--- src/rtl/octave_pkg.sv ---
// Shared types and default geometry for the octave input sequencer.
package octave_pkg;

    typedef enum logic [1:0] {
        ST_IDLE,
        ST_ACTIVE,
        ST_FLUSH,
        ST_DONE
    } state_e;

    localparam int DEF_WIDTH      = 420;
    localparam int DEF_HEIGHT     = 240;
    localparam int DEF_FLUSH_ROWS = 12;

    // clog2 that never yields a zero-width vector for a modulus of 1.
    function automatic int cnt_w(input int modulus);
        return (modulus > 1) ? $clog2(modulus) : 1;
    endfunction

endpackage

--- src/rtl/wrap_counter.sv ---
// Modulo-MOD counter with enable, synchronous clear and a terminal-count flag.
module wrap_counter
    import octave_pkg::*;
#(
    parameter int MOD = 4,
    parameter int CW  = cnt_w(MOD)
) (
    input  logic          clock,
    input  logic          reset,
    input  logic          en,
    input  logic          clr,
    output logic [CW-1:0] count,
    output logic          wrap
);

    logic [CW-1:0] count_q;
    logic [CW-1:0] count_d;

    assign wrap  = (count_q == CW'(MOD - 1));
    assign count = count_q;

    always_comb begin
        count_d = count_q;
        if (clr) begin
            count_d = '0;
        end else if (en) begin
            count_d = wrap ? '0 : count_q + CW'(1);
        end
    end

    always_ff @(posedge clock) begin
        if (reset) begin
            count_q <= '0;
        end else begin
            count_q <= count_d;
        end
    end

endmodule

--- src/rtl/octave_sequencer.sv ---
// Feeds one frame of pixels into the octave window cascade, then drains it
// with FLUSH_ROWS rows of blanking samples and pulses frame_done.
module octave_sequencer
    import octave_pkg::*;
#(
    parameter int WIDTH      = DEF_WIDTH,
    parameter int HEIGHT     = DEF_HEIGHT,
    parameter int FLUSH_ROWS = DEF_FLUSH_ROWS
) (
    input  logic       clock,
    input  logic       reset,
    input  logic       start,
    input  logic [7:0] pix_data,
    input  logic       pix_valid,
    output logic       pix_ready,
    output logic [7:0] din,
    output logic       validin,
    output logic       blanking_in,
    output logic       busy,
    output logic       frame_done
);

    localparam int FLUSH_LEN = FLUSH_ROWS * WIDTH;
    localparam int COL_W     = cnt_w(WIDTH);
    localparam int ROW_W     = cnt_w(HEIGHT);
    localparam int FL_W      = cnt_w(FLUSH_LEN + 1);

    state_e     state_q, state_d;
    logic [7:0] din_q, din_d;
    logic       validin_q, validin_d;
    logic       blanking_q, blanking_d;
    logic       frame_done_q, frame_done_d;

    logic             xfer;
    logic             cnt_clr;
    logic             col_wrap, row_wrap, fl_wrap;
    logic [COL_W-1:0] col_cnt;
    logic [ROW_W-1:0] row_cnt;
    logic [FL_W-1:0]  fl_cnt;
    logic             cnt_unused;

    assign pix_ready = (state_q == ST_ACTIVE);
    assign busy      = (state_q != ST_IDLE);
    assign xfer      = pix_ready && pix_valid;
    assign cnt_clr   = (state_q == ST_IDLE) && start;

    // The FSM is steered by the wrap flags; raw counts are kept for observability.
    assign cnt_unused = ^{col_cnt, row_cnt, fl_cnt};

    wrap_counter #(.MOD(WIDTH), .CW(COL_W)) u_col (
        .clock (clock),
        .reset (reset),
        .en    (xfer),
        .clr   (cnt_clr),
        .count (col_cnt),
        .wrap  (col_wrap)
    );

    wrap_counter #(.MOD(HEIGHT), .CW(ROW_W)) u_row (
        .clock (clock),
        .reset (reset),
        .en    (xfer && col_wrap),
        .clr   (cnt_clr),
        .count (row_cnt),
        .wrap  (row_wrap)
    );

    // Counts 0..FLUSH_LEN: the first FLUSH_LEN cycles emit blanking, the last hands off to DONE.
    wrap_counter #(.MOD(FLUSH_LEN + 1), .CW(FL_W)) u_flush (
        .clock (clock),
        .reset (reset),
        .en    (state_q == ST_FLUSH),
        .clr   (cnt_clr),
        .count (fl_cnt),
        .wrap  (fl_wrap)
    );

    always_comb begin
        state_d      = state_q;
        din_d        = din_q;
        validin_d    = 1'b0;
        blanking_d   = 1'b1;
        frame_done_d = 1'b0;
        case (state_q)
            ST_IDLE: begin
                if (start) state_d = ST_ACTIVE;
            end
            ST_ACTIVE: begin
                if (xfer) begin
                    din_d      = pix_data;
                    validin_d  = 1'b1;
                    blanking_d = 1'b0;
                    if (col_wrap && row_wrap) state_d = ST_FLUSH;
                end
            end
            ST_FLUSH: begin
                if (fl_wrap) begin
                    state_d      = ST_DONE;
                    frame_done_d = 1'b1;
                end else begin
                    din_d     = 8'd0;
                    validin_d = 1'b1;
                end
            end
            ST_DONE: begin
                state_d = ST_IDLE;
            end
            default: state_d = ST_IDLE;
        endcase
    end

    always_ff @(posedge clock) begin
        if (reset) begin
            state_q      <= ST_IDLE;
            din_q        <= 8'd0;
            validin_q    <= 1'b0;
            blanking_q   <= 1'b1;
            frame_done_q <= 1'b0;
        end else begin
            state_q      <= state_d;
            din_q        <= din_d;
            validin_q    <= validin_d;
            blanking_q   <= blanking_d;
            frame_done_q <= frame_done_d;
        end
    end

    assign din         = din_q;
    assign validin     = validin_q;
    assign blanking_in = blanking_q;
    assign frame_done  = frame_done_q;

endmodule
--- config.mk ---
export PLATFORM = sky130hd
export DESIGN_NAME = octave_sequencer
export DESIGN_NICKNAME = d
export VERILOG_FILES = /design/src/rtl/octave_pkg.sv /design/src/rtl/wrap_counter.sv /design/src/rtl/octave_sequencer.sv
export SDC_FILE = /design/constraint.sdc
export NUM_CORES = 1
export LEC_CHECK = 0
export CAP_MARGIN = 20
export CORE_ASPECT_RATIO = 2
export CORE_UTILIZATION = 54
export DETAILED_ROUTE_END_ITERATION = 6
export PLACE_DENSITY = 0.76
export SLEW_MARGIN = 30
export SYNTH_ARGS = -nofsm -noshare
export SYNTH_HDL_FRONTEND = slang
export SYNTH_SLANG_ARGS = --single-unit
--- constraint.sdc ---
create_clock -name clock -period 2.45 [get_ports clock]
set_input_delay 0.49 -clock clock [delete_from_list [all_inputs] [get_ports clock]]
set_output_delay 0.49 -clock clock [all_outputs]
set_load 0.02 [all_outputs]
==> results.py, run 1 <==
metrics = {
    "synthesis": {
        "yosys.area.top_type": "dfxtp_1",
        "yosys_warnings": 0,
        "synthFlopType": "dfxtp_1",
        "synth.most_common_cell": "dfxtp_1",
        "synth_cell_type_count": 37,
        "synth_edf_count": 0,
        "synth_top_area_share_pct": 43.9,
        "syn_avg_cell_area_sq_um": 8.64,
        "async_flop_share_pct": 0,
        "syn_area_sq_um": 1960,
        "synth_seq_cells": 43,
        "synth_commonest_cells": "dfxtp_1 (43), nand2_1 (26), nor2_1 (26)",
        "syn_inst": 227,
        "seq_area_frac_synth_pct": 43.9,
        "synth_area_leaders": "dfxtp_1 (44%), xor2_1 (6.3%), ha_1 (5.1%), nand2_1 (5.0%), nor2_1 (5.0%)",
        "syn-num-nets": 247,
    },
    "finish": {
        "drive_above_1_share_pct": 5.91,
        "final_area_sq_um": 2360,
        "nets": 274,
        "diodes": 0,
        "area_growth_pct": 20.5,
    },
    "sta": {
        "fin_setup_tns_ps": 0,
        "fmax_mhz": 468,
        "max_slew_margin_pct": 49.7,
        "layout_min_cycle_time_ps": 2140,
        "fin_skew_ps": 6.82,
        "tightest_slew_ps": 744,
        "setup_ws_ps": 311,
        "rsz0062_at_grt": "false",
        "final-hold-violation-count": 0,
        "finalSetupViolations": 0,
        "min_period_over_period_pct": 87.3,
        "drv_slew": 0,
    },
    "floorplanning": {
        "rows": 30,
        "die_h_microns": 87.2,
        "io-pin-count": 25,
        "die_area_sq_um": 3890,
        "dieWidth_microns": 44.6,
        "coreArea_sq_um": 3420,
        "start_util_pct": 57.4,
    },
    "placed_design": {
        "place_congestion": 0.791,
        "dpl.hpwl_microns": 3080,
        "post-place-ws_ps": 357,
        "placed_cell_area_sq_um": 2260,
        "io_buffers": 24,
    },
    "pwr": {
        "ir_drop_uv": 684,
        "power_density_nw_per_um2": 790,
        "p_leak_nw": 0.866,
    },
    "drt": {
        "wirelength_microns": 4120,
        "wl_per_cell_microns": 13.6,
        "route.detailed.drc": 0,
        "vias_per_cell": 5.49,
        "drt-pass1-iter-count": 5,
        "drt_iter0_drc": 36,
        "dr_total_vias": 1658,
        "antenna_left": 0,
    },
    "grt": {
        "antenna_found_initial": 0,
        "grt_pass1_vias": 1599,
        "grt_max_degree": 17,
        "grt_pass1_wl_microns": 6830,
        "grtUsageTotal_pct": 23.2,
        "overflow": 0,
    },
    "worst_hold_path": {
        "min_path_type": "reg -> reg",
    },
    "outcome": {
        "status": "finished clean",
    },
    "clocking": {
        "root_buffer": "clkbuf_8",
        "postCtsHoldBufs": 0,
        "cts_tree": "built",
        "cts_resized": 0,
        "clock_latency_ps": 290,
        "cts_buffer_depth": 2,
        "numCtsBuffers": 5,
        "clkSlewWorstSetupHoldPaths_ps": 70,
        "cts_num_sinks": 43,
        "cts_max_level": 2,
        "cts_setup_buffers": 0,
    },
    "job": {
        "maxCapViolCount": 0,
    },
    "worst_setup_path": {
        "cp_max_fo": 4,
        "crit_type": "reg -> out",
        "start_kind": "flip-flop",
        "arrival_ps": 1650,
        "crit_path_end_kind": "output pin",
        "cp.required_ps": 1960,
    },
}
-- worst max-delay path, cell delays in order (launching register included) --
cell and delay [ps]:
dfxtp_1 340, inv_1 90, ha_1 240, inv_1 90, clkdlybuf4s50_1 600
-- power by group --
group	switching [mW]	total [mW]	internal, mW
registers	0.0317	0.778	0.747
logic	0.348	0.571	0.224
clock network	0.217	0.515	0.299
-- layer usage --
metal	part of all wire [%]	wire length (microns)	GRT usage (%)	vias up
li1	-	-	-	843
met1	40	1630	23.4	790
met2	57	2370	44.5	19
met3	1.5	62	4.56	6
met4	1.4	56	7.99	0
met5	0	0	0	-
-- cell families (layout without fill, tap and decap cells) --
family / count (synthesis) / in the layout / synth area share (%)
adder cells (fa/ha/maj): 8 / 8 / 5.11
XOR/XNOR: 21 / 21 / 9.38
multiplexers: 2 / 2 / 1.02
buffers and inverters: 16 / 43 / 3.13
AO/OA/AOI/OAI: 33 / 33 / 10.7
flip-flops: 43 / 43 / 43.9
AND/OR/NAND/NOR: 104 / 104 / 26.7
-- through the flow --
| stage | total power [mW] | utilization [%] | instances | hold WS [ps] |
|---|---|---|---|---|
| after floorplan | 1.16 | - | 227 | 457 |
| after global placement | 1.35 | 66.2 | 295 | 438 |
| after detailed placement | 1.36 | 66.2 | 295 | 447 |
| after CTS | 1.88 | 69.2 | 302 | 457 |
| after global routing | 1.97 | 69.2 | 302 | 483 |
| final | 1.87 | 69.2 | 302 | 453 |
-- cell type report --
type / instances / area [sq um]
fillers: 278 / 1050
multi-input cells: 168 / 1040
flip-flops and latches: 43 / 861
repair buffers: 28 / 270
clock buffers: 6 / 72.6
well taps: 48 / 60.1
clock inverters: 1 / 30.0
inverters: 8 / 30.0
-- final timing paths --
kind / slack, ps / to / depth (start not counted) / from
worst max-delay path: 310 / busy / 4 / state_q[0]$_SDFFE_PP0P_
worst min register to register: 450 / din[5]$_SDFFE_PP0P_ / 2 / din[5]$_SDFFE_PP0P_
worst max register to register: 380 / state_q[0]$_SDFFE_PP0P_ / 6 / u_row.count[0]$_SDFFE_PP0P_
worst min-delay path: 450 / din[5]$_SDFFE_PP0P_ / 2 / din[5]$_SDFFE_PP0P_
-- state kept, by name (all words and copies together), names as in the netlist --
register	count
u_row.count	8
din	8
u_col.count	9
blanking_in	1
validin	1
frame_done	1
u_flush.count	13
state_q	2
-- placed cells by master, fill, tap and decap left out, drive strengths merged, types with 2 or more instances in the layout --
| master | count |
|---|---|
| nand4 | 9 |
| or3 | 2 |
| dfxtp | 43 |
| nand2b | 3 |
| inv | 8 |
| xnor2 | 7 |
| nor3 | 4 |
| buf | 4 |
| and3 | 8 |
| nand3 | 15 |
| mux2i | 2 |
| clkbuf | 6 |
| a41oi | 2 |
| a31o | 2 |
| clkdlybuf4s50 | 24 |
| and4 | 4 |
| nor2 | 26 |
| a21oi | 16 |
| ha | 8 |
| o21ai | 6 |
| nand2 | 26 |
| xor2 | 14 |
No activity file was read; power rests on OpenSTA's default activity.
==> run 2, diff against run 1 <==
--- a/config.mk
+++ b/config.mk
@@ -5,10 +5,12 @@
 export SDC_FILE = /design/constraint.sdc
 export NUM_CORES = 1
 export LEC_CHECK = 0
+export ABC_CLOCK_PERIOD_IN_PS = 2450
 export CAP_MARGIN = 20
 export CORE_ASPECT_RATIO = 2
 export CORE_UTILIZATION = 54
 export DETAILED_ROUTE_END_ITERATION = 6
+export MAX_ROUTING_LAYER = met4
 export PLACE_DENSITY = 0.76
 export SLEW_MARGIN = 30
 export SYNTH_ARGS = -nofsm -noshare
==> run 2 against run 1 <==
Cell area stayed put; critical path depth stayed put; power hardly changed; maximum frequency hardly changed; largest power group unchanged.
==> results.py, run 2 (synthesis results as in run 1) <==
metrics = {
    "outcome": {
        "status": "finished clean",
    },
    "pwr": {
        "power_density_nw_per_um2": 790,
        "ir_drop_uv": 684,
        "p_leak_nw": 0.866,
        "total_power_mw": 1.87,
    },
    "grt": {
        "grtUsageTotal_pct": 23.9,
        "overflow": 0,
        "antenna_found_initial": 0,
        "grt_max_degree": 17,
        "grt_pass1_vias": 1596,
        "grt_pass1_wl_microns": 6830,
    },
    "finish": {
        "layout_commonest_cell": "dfxtp_1",
        "largest_register_ffs": 13,
        "fillCellCount": 278,
        "area_growth_pct": 20.5,
        "final_cell_mix": "dfxtp_1 (43), nand2_1 (26), nor2_1 (26)",
        "finalNonFillerCells": 302,
        "drive_above_1_share_pct": 5.91,
        "nets": 274,
        "diodes": 0,
    },
    "placed_design": {
        "place_congestion": 0.802,
        "io_buffers": 24,
        "dpl.cell_count": 295,
        "dpl.hpwl_microns": 3080,
        "post-place-ws_ps": 357,
    },
    "sta": {
        "tightest_slew_ps": 742,
        "finalSetupViolations": 0,
        "drv_slew": 0,
        "layout_min_cycle_time_ps": 2140,
        "max_slew_margin_pct": 49.9,
        "min_period_over_period_pct": 87.3,
        "fin_skew_ps": 7.40,
        "final-hold-violation-count": 0,
        "rsz0062_at_grt": "false",
        "holdWs_ps": 454,
        "setup_ws_ps": 312,
        "fin_setup_tns_ps": 0,
        "fmax_mhz": 468,
    },
    "clocking": {
        "clock_latency_ps": 290,
        "cts_tree": "built",
        "root_buffer": "clkbuf_8",
        "cts_max_level": 2,
        "clkSlewWorstSetupHoldPaths_ps": 70,
        "cts_resized": 0,
        "cts_setup_buffers": 0,
        "cts_num_sinks": 43,
        "numCtsBuffers": 5,
        "cts_buffer_depth": 2,
        "postCtsHoldBufs": 0,
    },
    "drt": {
        "vias_per_cell": 5.50,
        "drt_iter0_drc": 35,
        "wl_per_cell_microns": 13.6,
        "dr_total_vias": 1661,
        "antenna_left": 0,
        "drt-pass1-iter-count": 4,
        "route.detailed.drc": 0,
        "wirelength_microns": 4100,
    },
    "floorplanning": {
        "dieWidth_microns": 44.6,
        "die_h_microns": 87.2,
        "rows": 30,
        "die_area_sq_um": 3890,
        "coreArea_sq_um": 3420,
        "start_util_pct": 57.4,
        "io-pin-count": 25,
    },
    "worst_setup_path": {
        "arrival_ps": 1650,
        "start_kind": "flip-flop",
        "cp.required_ps": 1960,
        "crit_type": "reg -> out",
        "crit_path_end_kind": "output pin",
        "cp_max_fo": 4,
    },
    "job": {
        "maxCapViolCount": 0,
    },
    "worst_hold_path": {
        "min_path_type": "reg -> reg",
    },
}
[run 2: cell counts in the layout (fill, tap and decap cells not counted)]
Identical to the previous run, type by type.
[run 2: worst max-delay path: stages (launching register included)]
cell	delay (ps)
dfxtp_1	340
inv_1	90
ha_1	240
inv_1	90
clkdlybuf4s50_1	600
[run 2: path summary, 6_finish.rpt]
check	start	end	slack, ps	depth (start not counted)
worst min-delay path	din[5]$_SDFFE_PP0P_	din[5]$_SDFFE_PP0P_	450	2
worst max-delay path	state_q[0]$_SDFFE_PP0P_	busy	310	4
worst max register to register	u_row.count[0]$_SDFFE_PP0P_	state_q[0]$_SDFFE_PP0P_	380	6
worst min register to register	din[5]$_SDFFE_PP0P_	din[5]$_SDFFE_PP0P_	450	2
[run 2: report_power, final]
group	switching (mW)	internal, mW	leakage, nW
combinational	0.348	0.224	0.467
sequential	0.0316	0.747	0.347
clock	0.217	0.299	0.0513
[run 2: metal layers]
layer,global-route usage (%),vias to the layer above,share of wire [%]
met4,7.99,0,1.3
met3,4.56,6,1.7
met1,23.7,793,40
met2,44.4,19,57
li1,-,843,-
met5,-,-,0
[run 2: cell type report]
class	instances	area (sq um)	area share, %
Sequential cell	43	861	36.4
Inverter	8	30.0	1.27
Clock inverter	1	30.0	1.27
Clock buffer	6	72.6	3.07
Tap cell	48	60.1	2.54
Multi-Input combinational cell	168	1040	44.0
Timing Repair Buffer	28	270	11.4
[run 2: through the flow]
step	area [sq um]	util [%]
finish	2360	69.2
detailed placement	2260	66.2
CTS	2360	69.2
floorplan	1960	-
global route	2360	69.2
global placement	2260	66.2
==> run 3, diff against run 2 <==
--- a/config.mk
+++ b/config.mk
@@ -5,7 +5,6 @@
 export SDC_FILE = /design/constraint.sdc
 export NUM_CORES = 1
 export LEC_CHECK = 0
-export ABC_CLOCK_PERIOD_IN_PS = 2450
 export CAP_MARGIN = 20
 export CORE_ASPECT_RATIO = 2
 export CORE_UTILIZATION = 54
==> results of run 3 <==
The final DEF is identical to that of run 2; final timing and power are the same.
